$ cat src/rtl/ray_dda_stepper.sv
// Integer-DDA ray walker that drives the 16x16 tile-map port and returns hit cell, side, type and distance.
// Optional macro RAY_BOUNDARY_WALL_EN: an exit off the map edge reports a type-1 wall hit instead of a miss.
module ray_dda_stepper #(
  parameter int DIST_W    = 16,
  parameter int MAX_STEPS = 32
) (
  input  logic              clk,
  input  logic              rst,
  input  logic              start,
  input  logic [3:0]        start_x,
  input  logic [3:0]        start_y,
  input  logic              step_x_neg,
  input  logic              step_y_neg,
  input  logic [DIST_W-1:0] delta_x,
  input  logic [DIST_W-1:0] delta_y,
  input  logic [DIST_W-1:0] side_x_init,
  input  logic [DIST_W-1:0] side_y_init,
  output logic              busy,
  output logic [3:0]        map_x,
  output logic [3:0]        map_y,
  output logic              is_new_ray,
  input  logic [1:0]        is_wall,
  output logic              ray_done,
  output logic              hit,
  output logic              hit_side,
  output logic [3:0]        hit_x,
  output logic [3:0]        hit_y,
  output logic [1:0]        wall_type,
  output logic [DIST_W-1:0] perp_dist
);

  localparam int CNT_W = $clog2(MAX_STEPS + 1);
  localparam logic [CNT_W-1:0] LAST_CELL = CNT_W'(MAX_STEPS - 1);

  typedef enum logic [2:0] {IDLE, INIT, QUERY, CHECK, DONE} state_t;

  state_t state_q, state_d;

  logic [DIST_W-1:0] side_x, side_y;
  logic [DIST_W-1:0] dx_q, dy_q;
  logic              xn_q, yn_q;
  logic [CNT_W-1:0]  count;
  logic              stepped;

  logic              wall_now, at_limit, take_x, at_edge;
  logic [DIST_W-1:0] side_x_add, side_y_add, perp_now, perp_edge;

  function automatic logic [DIST_W-1:0] sat_add(input logic [DIST_W-1:0] a,
                                                input logic [DIST_W-1:0] b);
    logic [DIST_W:0] s;
    s = {1'b0, a} + {1'b0, b};
    return s[DIST_W] ? {DIST_W{1'b1}} : s[DIST_W-1:0];
  endfunction

  // Per-cell decisions evaluated in CHECK; ties between side distances go to the y axis.
  always_comb begin
    wall_now   = (is_wall != 2'b00);
    at_limit   = (count == LAST_CELL);
    take_x     = (side_x < side_y);
    side_x_add = sat_add(side_x, dx_q);
    side_y_add = sat_add(side_y, dy_q);
    if (take_x) at_edge = xn_q ? (map_x == 4'd0) : (map_x == 4'd15);
    else        at_edge = yn_q ? (map_y == 4'd0) : (map_y == 4'd15);
    perp_now   = !stepped ? '0 : (hit_side ? side_y - dy_q : side_x - dx_q);
    perp_edge  = take_x ? side_x_add - dx_q : side_y_add - dy_q;
  end

  // NOTE: every combinational output gets a default first, so no path leaves it unassigned (no latch).
  always_comb begin
    state_d = state_q;
    case (state_q)
      IDLE:    if (start) state_d = INIT;
      INIT:    state_d = QUERY;
      QUERY:   state_d = CHECK;
      CHECK:   state_d = (wall_now || at_limit || at_edge) ? DONE : QUERY;
      DONE:    state_d = IDLE;
      default: state_d = IDLE;
    endcase
  end

  assign busy       = (state_q != IDLE);
  assign is_new_ray = (state_q == INIT);
  assign ray_done   = (state_q == DONE);

  // NOTE: sequential state uses non-blocking assignments so every register sees pre-edge values.
  always_ff @(posedge clk or posedge rst) begin
    if (rst) state_q <= IDLE;
    else     state_q <= state_d;
  end

  always_ff @(posedge clk or posedge rst) begin
    if (rst) begin
      map_x <= '0;  map_y <= '0;
      side_x <= '0; side_y <= '0;
      dx_q <= '0;   dy_q <= '0;
      xn_q <= 1'b0; yn_q <= 1'b0;
      count <= '0;  stepped <= 1'b0;
      hit <= 1'b0;  hit_side <= 1'b0;
      hit_x <= '0;  hit_y <= '0;
      wall_type <= '0; perp_dist <= '0;
    end else begin
      case (state_q)
        IDLE: if (start) begin
          map_x <= start_x;      map_y <= start_y;
          side_x <= side_x_init; side_y <= side_y_init;
          dx_q <= delta_x;       dy_q <= delta_y;
          xn_q <= step_x_neg;    yn_q <= step_y_neg;
          count <= '0;  stepped <= 1'b0;
          hit <= 1'b0;  hit_side <= 1'b0;
          hit_x <= '0;  hit_y <= '0;
          wall_type <= '0; perp_dist <= '0;
        end
        CHECK: begin
          if (wall_now) begin
            hit       <= 1'b1;
            wall_type <= is_wall;
            perp_dist <= perp_now;
            hit_x     <= map_x;
            hit_y     <= map_y;
          end else if (at_limit) begin
            hit       <= 1'b0;
            perp_dist <= perp_now;
            hit_x     <= map_x;
            hit_y     <= map_y;
          end else if (at_edge) begin
`ifdef RAY_BOUNDARY_WALL_EN
            hit       <= 1'b1;
            wall_type <= 2'b01;
            hit_side  <= ~take_x;
            perp_dist <= perp_edge;
`else
            hit       <= 1'b0;
            perp_dist <= perp_now;
`endif
            hit_x     <= map_x;
            hit_y     <= map_y;
          end else begin
            if (take_x) begin
              side_x   <= side_x_add;
              map_x    <= xn_q ? map_x - 4'd1 : map_x + 4'd1;
              hit_side <= 1'b0;
            end else begin
              side_y   <= side_y_add;
              map_y    <= yn_q ? map_y - 4'd1 : map_y + 4'd1;
              hit_side <= 1'b1;
            end
            count   <= count + 1'b1;
            stepped <= 1'b1;
          end
        end
        default: ;
      endcase
    end
  end

endmodule

$ cat config.mk
export PLATFORM = sky130hd
export DESIGN_NAME = ray_dda_stepper
export DESIGN_NICKNAME = d
export VERILOG_FILES = /design/src/rtl/ray_dda_stepper.sv
export SDC_FILE = /design/constraint.sdc
export NUM_CORES = 1
export LEC_CHECK = 0
export CAP_MARGIN = 20
export CORE_MARGIN = 1.5
export CORE_UTILIZATION = 44
export CTS_CLUSTER_DIAMETER = 80
export CTS_CLUSTER_SIZE = 28
export DETAILED_ROUTE_END_ITERATION = 12
export PLACE_DENSITY = 0.77
export SYNTH_ARGS = -nofsm -noshare
export SYNTH_HDL_FRONTEND = slang
export SYNTH_SLANG_ARGS = --single-unit
$ cat constraint.sdc
create_clock -name clk -period 7.7 [get_ports clk]
set_input_delay 2.31 -clock clk [delete_from_list [all_inputs] [get_ports clk]]
set_output_delay 2.31 -clock clk [all_outputs]
set_load 0.03 [all_outputs]
## Word level (Yosys, flattened, before mapping)

Cells that the tools add are included.

- Register bits after elaboration: 112
- Input port bits: 79
- Logic and storage cells: 128
- Output and inout bits: 39

- $add $sub $neg: 9
- Mux-type cells: 72
- Equality and inequality tests: 15
- Reductions and logical operators: 14
- Order comparisons: 1

Operator list:

| cell | number |
|---|---|
| 16-bit 2-to-1 mux | 18 |
| 16-bit one-hot mux with 2 select lines | 3 |
| 4-bit 2-to-1 mux | 19 |
| 16-bit by 16-bit adder with 17-bit output | 2 |
| 4-bit one-hot mux with 2 select lines | 4 |
| 16-bit subtractor | 2 |
| 6-bit 2-to-1 mux | 4 |
| 16-bit less-than comparator | 1 |
| 1-bit 2-to-1 mux | 14 |
| 2-bit inequality test (second input constant) | 7 |
| 3-bit one-hot mux with 4 select lines | 1 |
| 6-bit one-hot mux with 2 select lines | 1 |
| 6-bit AND reduction | 2 |
| 4-bit by 1-bit adder with 4-bit output (second input constant) | 2 |
| 4-bit equality test (second input constant) | 2 |
| 4-bit zero test | 2 |
| 4-bit by 1-bit subtractor with 4-bit output (second input constant) | 2 |
| 6-bit by 1-bit adder with 6-bit output (second input constant) | 1 |
| 3-bit by 2-bit equality test with 1-bit output (second input constant) | 2 |
| 6-bit by 5-bit equality test with 1-bit output (second input constant) | 1 |
| 3-bit 2-to-1 mux | 2 |
| 1-bit one-hot mux with 2 select lines | 3 |
| 3-bit AND reduction | 2 |
| 5-bit AND reduction | 1 |
| other kinds (10) | 13 |

## Logic depth before layout (Yosys ltp)

- Depth after elaboration: 7
- Gate-level depth with buffers: 13
- Depth with buffers taken out: 13

## Worst setup path after synthesis

Ideal clock, no wire load.

- Kind: input to register
- Start: in start
- End: reg perp_dist[1]
- Arrival: 3.805 ns
- Stages on the path: 7
- Buffers on the path: 2
- Library setup time: 0.125 ns
- Data required time: 7.575 ns
- Path slack: 3.770 ns
- Cell sequence: and2_1 -> clkbuf_1 -> or3_1 -> nor3_1 -> a211oi_4 -> buf_6 -> mux2_4

- Cells in the longest elaborated chain, start to end: 2

RTL lines:

| element | line | source |
|---|---|---|
| start: declaration | 9 | `input logic start,` |
| 2-bit inequality test (no line) | n/a |  |
| 3-bit AND reduction (no line) | n/a |  |
| end signal: assignment | 117 | `perp_dist <= perp_now;` |
| end signal: assignment | 122 | `perp_dist <= perp_now;` |
| end signal: assignment | 133 | `perp_dist <= perp_now;` |
| end: declaration | 29 | `output logic [DIST_W-1:0] perp_dist` |

Every way passes these cells.
A chain may end at the register's enable or synchronous reset.

## Worst setup path after layout

- Start: in start
- End: reg perp_dist[6]

The elaborated chain is that of the path after synthesis.

==> summary.log <==
[clocking] cell at the root of the clock tree sky130_fd_sc_hd__clkbuf_16
[place] post-detailed-placement half-perimeter wirelength 15.8 mm
[critical_path] crit start category input port
[route] total number of vias 7,237
[critical_path] worst endpoint required time 7.94 ns
[die] number of ports placed on the die boundary 118
[worst_hold_path] hold depth 1
[place] # port buffers 117
[grt] pin count of the biggest net entering global routing 72
[timing] worst rel slew slack 44.1%
[critical_path] largest incremental delay on the critical path 0.60 ns
[timing] pin slew with the least headroom to its limit 0.838 ns
[yosys] Netlist Area Pre-Place 0.00835 mm²
[grt] global router's overall resource usage 21.7%
[grt] number of global-route vias before repair 7,000
[timing] total of endpoints with negative setup slack in the final report 0
[timing] unrepaired setup endpoints after global routing no
[cells_and_area] Layout area overhead 20.0%
[worst_hold_path] Worst Hold Launch count[5]$_DFFE_PP0P_
[critical_path] Critical Setup Path Class input port to flop
[yosys] cell type with the highest aggregate area in the netlist sky130_fd_sc_hd__dfrtp_1
[yosys] yosys warns 0
[critical_path] logic depth of the worst register-to-register path 10
[cells_and_area] nets@finish 1,249
[clocking] cts repair resizes 0
[route] DRC violations left 0
[grt] global route overflow 0
[yosys] number of unique standard cell types used by synthesis 67
[die] DIE AREA 0.0198 mm²
[clocking] clock insertion delay at the later pin of the skew report 0.36 ns
[yosys] top cells by count, synth sky130_fd_sc_hd__dfrtp_1, sky130_fd_sc_hd__nand2_1, sky130_fd_sc_hd__inv_1
[critical_path] crit end category flop
[grt] antenna violations before repair 0
[clocking] CTS tree yes
[critical_path] most frequent CP cell sky130_fd_sc_hd__buf_4
[yosys] primary flip-flop cell chosen by synthesis mapping sky130_fd_sc_hd__dfrtp_1
[worst_hold_path] hold crit path type flop to flop
[timing] Fmax achieved 0.211 GHz
[cells_and_area] number of diodes 0
[route] Routed WL 21.2 mm
[timing] number of max-slew violations in the final report 0
[yosys] Post-Syn Nets 1,161
[clocking] total clock buffers created by CTS 9
[yosys] most repeated cell in the gate-level netlist after synthesis sky130_fd_sc_hd__dfrtp_1
[yosys] post-synthesis sequential area ratio 33.6%
[critical_path] Data arrival, critical path 4.98 ns
[die] initial cell density of the core 44.8%
[outcome] status complete, no violations
[critical_path] cells along the critical path clkdlybuf4s50_1 -> and2_2 -> buf_4 -> a2111oi_2 -> a211oi_4 -> buf_4 -> mux2_2
[die] die boundary height 141 µm
[yosys] async set-or-reset flop fraction in the synthesized netlist 100%
[clocking] maximum clock path buffer count 2
[route] wire length per cell after detailed routing 16.0 µm
[worst_hold_path] hold-critical path endpoint count[5]$_DFFE_PP0P_
[timing] final critical-path share of the clock period 61.6%
[timing] Clock Skews 0.0134 ns
[critical_path] master of the slowest instance on the critical path sky130_fd_sc_hd__a211oi_4
[critical_path] Buf+Inv Stages, Crit Path 3
[timing] Hold Violations, Final 0
[critical_path] Top delay family on crit path buffers and inverters
[grt] first-pass GRT wire length 34.7 mm
[clocking] register clock-pin slew on the reported worst setup and hold paths 0.07 ns
[yosys] Synth Register Bits 112
[critical_path] Crit Path Max Fanout 71
[critical_path] Reg2Reg Launch Point side_y[1]$_DFFE_PP0P_
[clocking] setup repair bufs after CTS 0
[route] number of iterations in the first detailed-routing pass 5
[run] number of maximum-capacitance violations 0
[clocking] hold-fix buffers at CTS 0
[route] number of nets still failing antenna checks after routing 0
[clocking] CTS sink count 112
[place] Final Wtd Congestion 0.900
[critical_path] critical register-to-register path endpoint perp_dist[6]$_DFFE_PP0P_
[die] number of core rows 50
[timing] total negative slack for setup checks 0 ns
[clocking] number of levels in the clock H-tree 3
[yosys] top cell type's share of synthesized area 33.6%
[timing] clock period minus worst slack 4.74 ns
[yosys] mean post-synth cell area 8.40 µm²
[cells_and_area] fraction of layout instances using a drive strength above 1 5.24%
[yosys] number of standard cells after synthesis 994
[yosys] main area contributors after synthesis sky130_fd_sc_hd__dfrtp_1, sky130_fd_sc_hd__ha_1, sky130_fd_sc_hd__o21ai_0, sky130_fd_sc_hd__nand2_1, sky130_fd_sc_hd__inv_1
[die] Core Area 0.0186 mm²
[route] DR vias/cell 5.48
[yosys] number of enable-type register cells in the synthesized netlist 0
[route] DRC marker count from the first detailed-route iteration 593
[die] width of the die 141 µm
[critical_path] Worst R2R Setup Slack 4.14 ns
[flip-flops by register name, indices dropped and copies added (netlist names)]
signal,cells
hit,1
yn_q,1
side_y,16
count,6
state_q,3
dy_q,16
hit_y,4
hit_side,1
xn_q,1
perp_dist,16
map_x,4
dx_q,16
hit_x,4
side_x,16
wall_type,2
map_y,4
stepped,1
[per-layer routing]
metal  global-route usage, %  vias to the layer above  wire [µm]
li1                        -                     3616          -
met2                    35.4                      175       9800
met1                    30.4                     3421      10100
met3                    2.11                       25        866
met5                       0                        -          0
met4                    6.96                        0        437
[logic make-up after synthesis]
logic type	Yosys count	synth area share, %
AO/OA/AOI/OAI	283	22.1
XOR/XNOR	53	5.56
adder cells (fa/ha/maj)	88	13.7
buffers and inverters	148	6.95
flip-flops	112	33.6
multiplexers	16	2.14
AND/OR/NAND/NOR	294	16.0
[placed cells by master, fill, tap and decap left out, types with 6 or more instances in the layout]
cell	synthesis	final
sky130_fd_sc_hd__nor3_1	33	33
sky130_fd_sc_hd__clkbuf_16	0	9
sky130_fd_sc_hd__o21ai_0	89	89
sky130_fd_sc_hd__mux2i_1	7	7
sky130_fd_sc_hd__buf_4	1	8
sky130_fd_sc_hd__inv_1	99	98
sky130_fd_sc_hd__a31o_1	6	6
sky130_fd_sc_hd__and3_1	6	6
sky130_fd_sc_hd__ha_1	82	82
sky130_fd_sc_hd__a211oi_1	11	11
sky130_fd_sc_hd__nor2_1	80	79
sky130_fd_sc_hd__o2bb2ai_1	15	15
sky130_fd_sc_hd__mux2_2	7	7
sky130_fd_sc_hd__a31oi_1	12	12
sky130_fd_sc_hd__o21a_1	9	9
sky130_fd_sc_hd__clkdlybuf4s50_1	0	117
sky130_fd_sc_hd__or2_2	9	9
sky130_fd_sc_hd__a21oi_1	54	53
sky130_fd_sc_hd__nand2b_1	11	11
sky130_fd_sc_hd__o21bai_1	7	7
sky130_fd_sc_hd__o211ai_1	19	19
sky130_fd_sc_hd__a21o_1	12	12
sky130_fd_sc_hd__xor2_1	12	12
sky130_fd_sc_hd__nand4_1	7	7
sky130_fd_sc_hd__fa_1	6	6
sky130_fd_sc_hd__dfrtp_1	112	112
sky130_fd_sc_hd__o22ai_1	8	8
sky130_fd_sc_hd__nand2_1	104	104
sky130_fd_sc_hd__xnor2_1	41	41
sky130_fd_sc_hd__or3_1	11	11
sky130_fd_sc_hd__nand3_1	15	15
[how the worst max path moves through the flow]
stage | end | from | depth (start not counted)
after detailed placement | perp_dist[8]$_DFFE_PP0P_ | start | 7
after floorplan | count[0]$_DFFE_PP0P_ | rst | 1
after CTS | perp_dist[6]$_DFFE_PP0P_ | start | 7
after global placement | perp_dist[6]$_DFFE_PP0P_ | start | 7
final | perp_dist[6]$_DFFE_PP0P_ | start | 7
after global routing | perp_dist[8]$_DFFE_PP0P_ | start | 7
[final cells by class]
cell class | count | area (µm²)
Fill cell | 1690 | 8630
Multi-Input combinational cell | 734 | 4990
Sequential cell | 112 | 2800
Timing Repair Buffer | 125 | 1230
Inverter | 100 | 378
Tap cell | 234 | 293
Clock buffer | 9 | 225
Clock inverter | 7 | 93.8
[metrics by stage]
stage / worst slack, ns / hold slack (ns) / cells / instance area (µm²) / utilization, %
3_5_place_dp: 2.57 / 0.467 / 1305 / 9700 / 52.0
6_report: 2.96 / 0.476 / 1321 / 10000 / 53.7
3_3_place_gp: 2.64 / 0.457 / 1305 / 9700 / 52.0
5_1_grt: 2.78 / 0.488 / 1321 / 10000 / 53.7
2_1_floorplan: 2.43 / 0.428 / 994 / 8350 / -
4_1_cts: 2.95 / 0.477 / 1321 / 10000 / 53.7
Power is not shown: default switching activity piles up to over one toggle a cycle in this logic, so the estimate is an artifact.
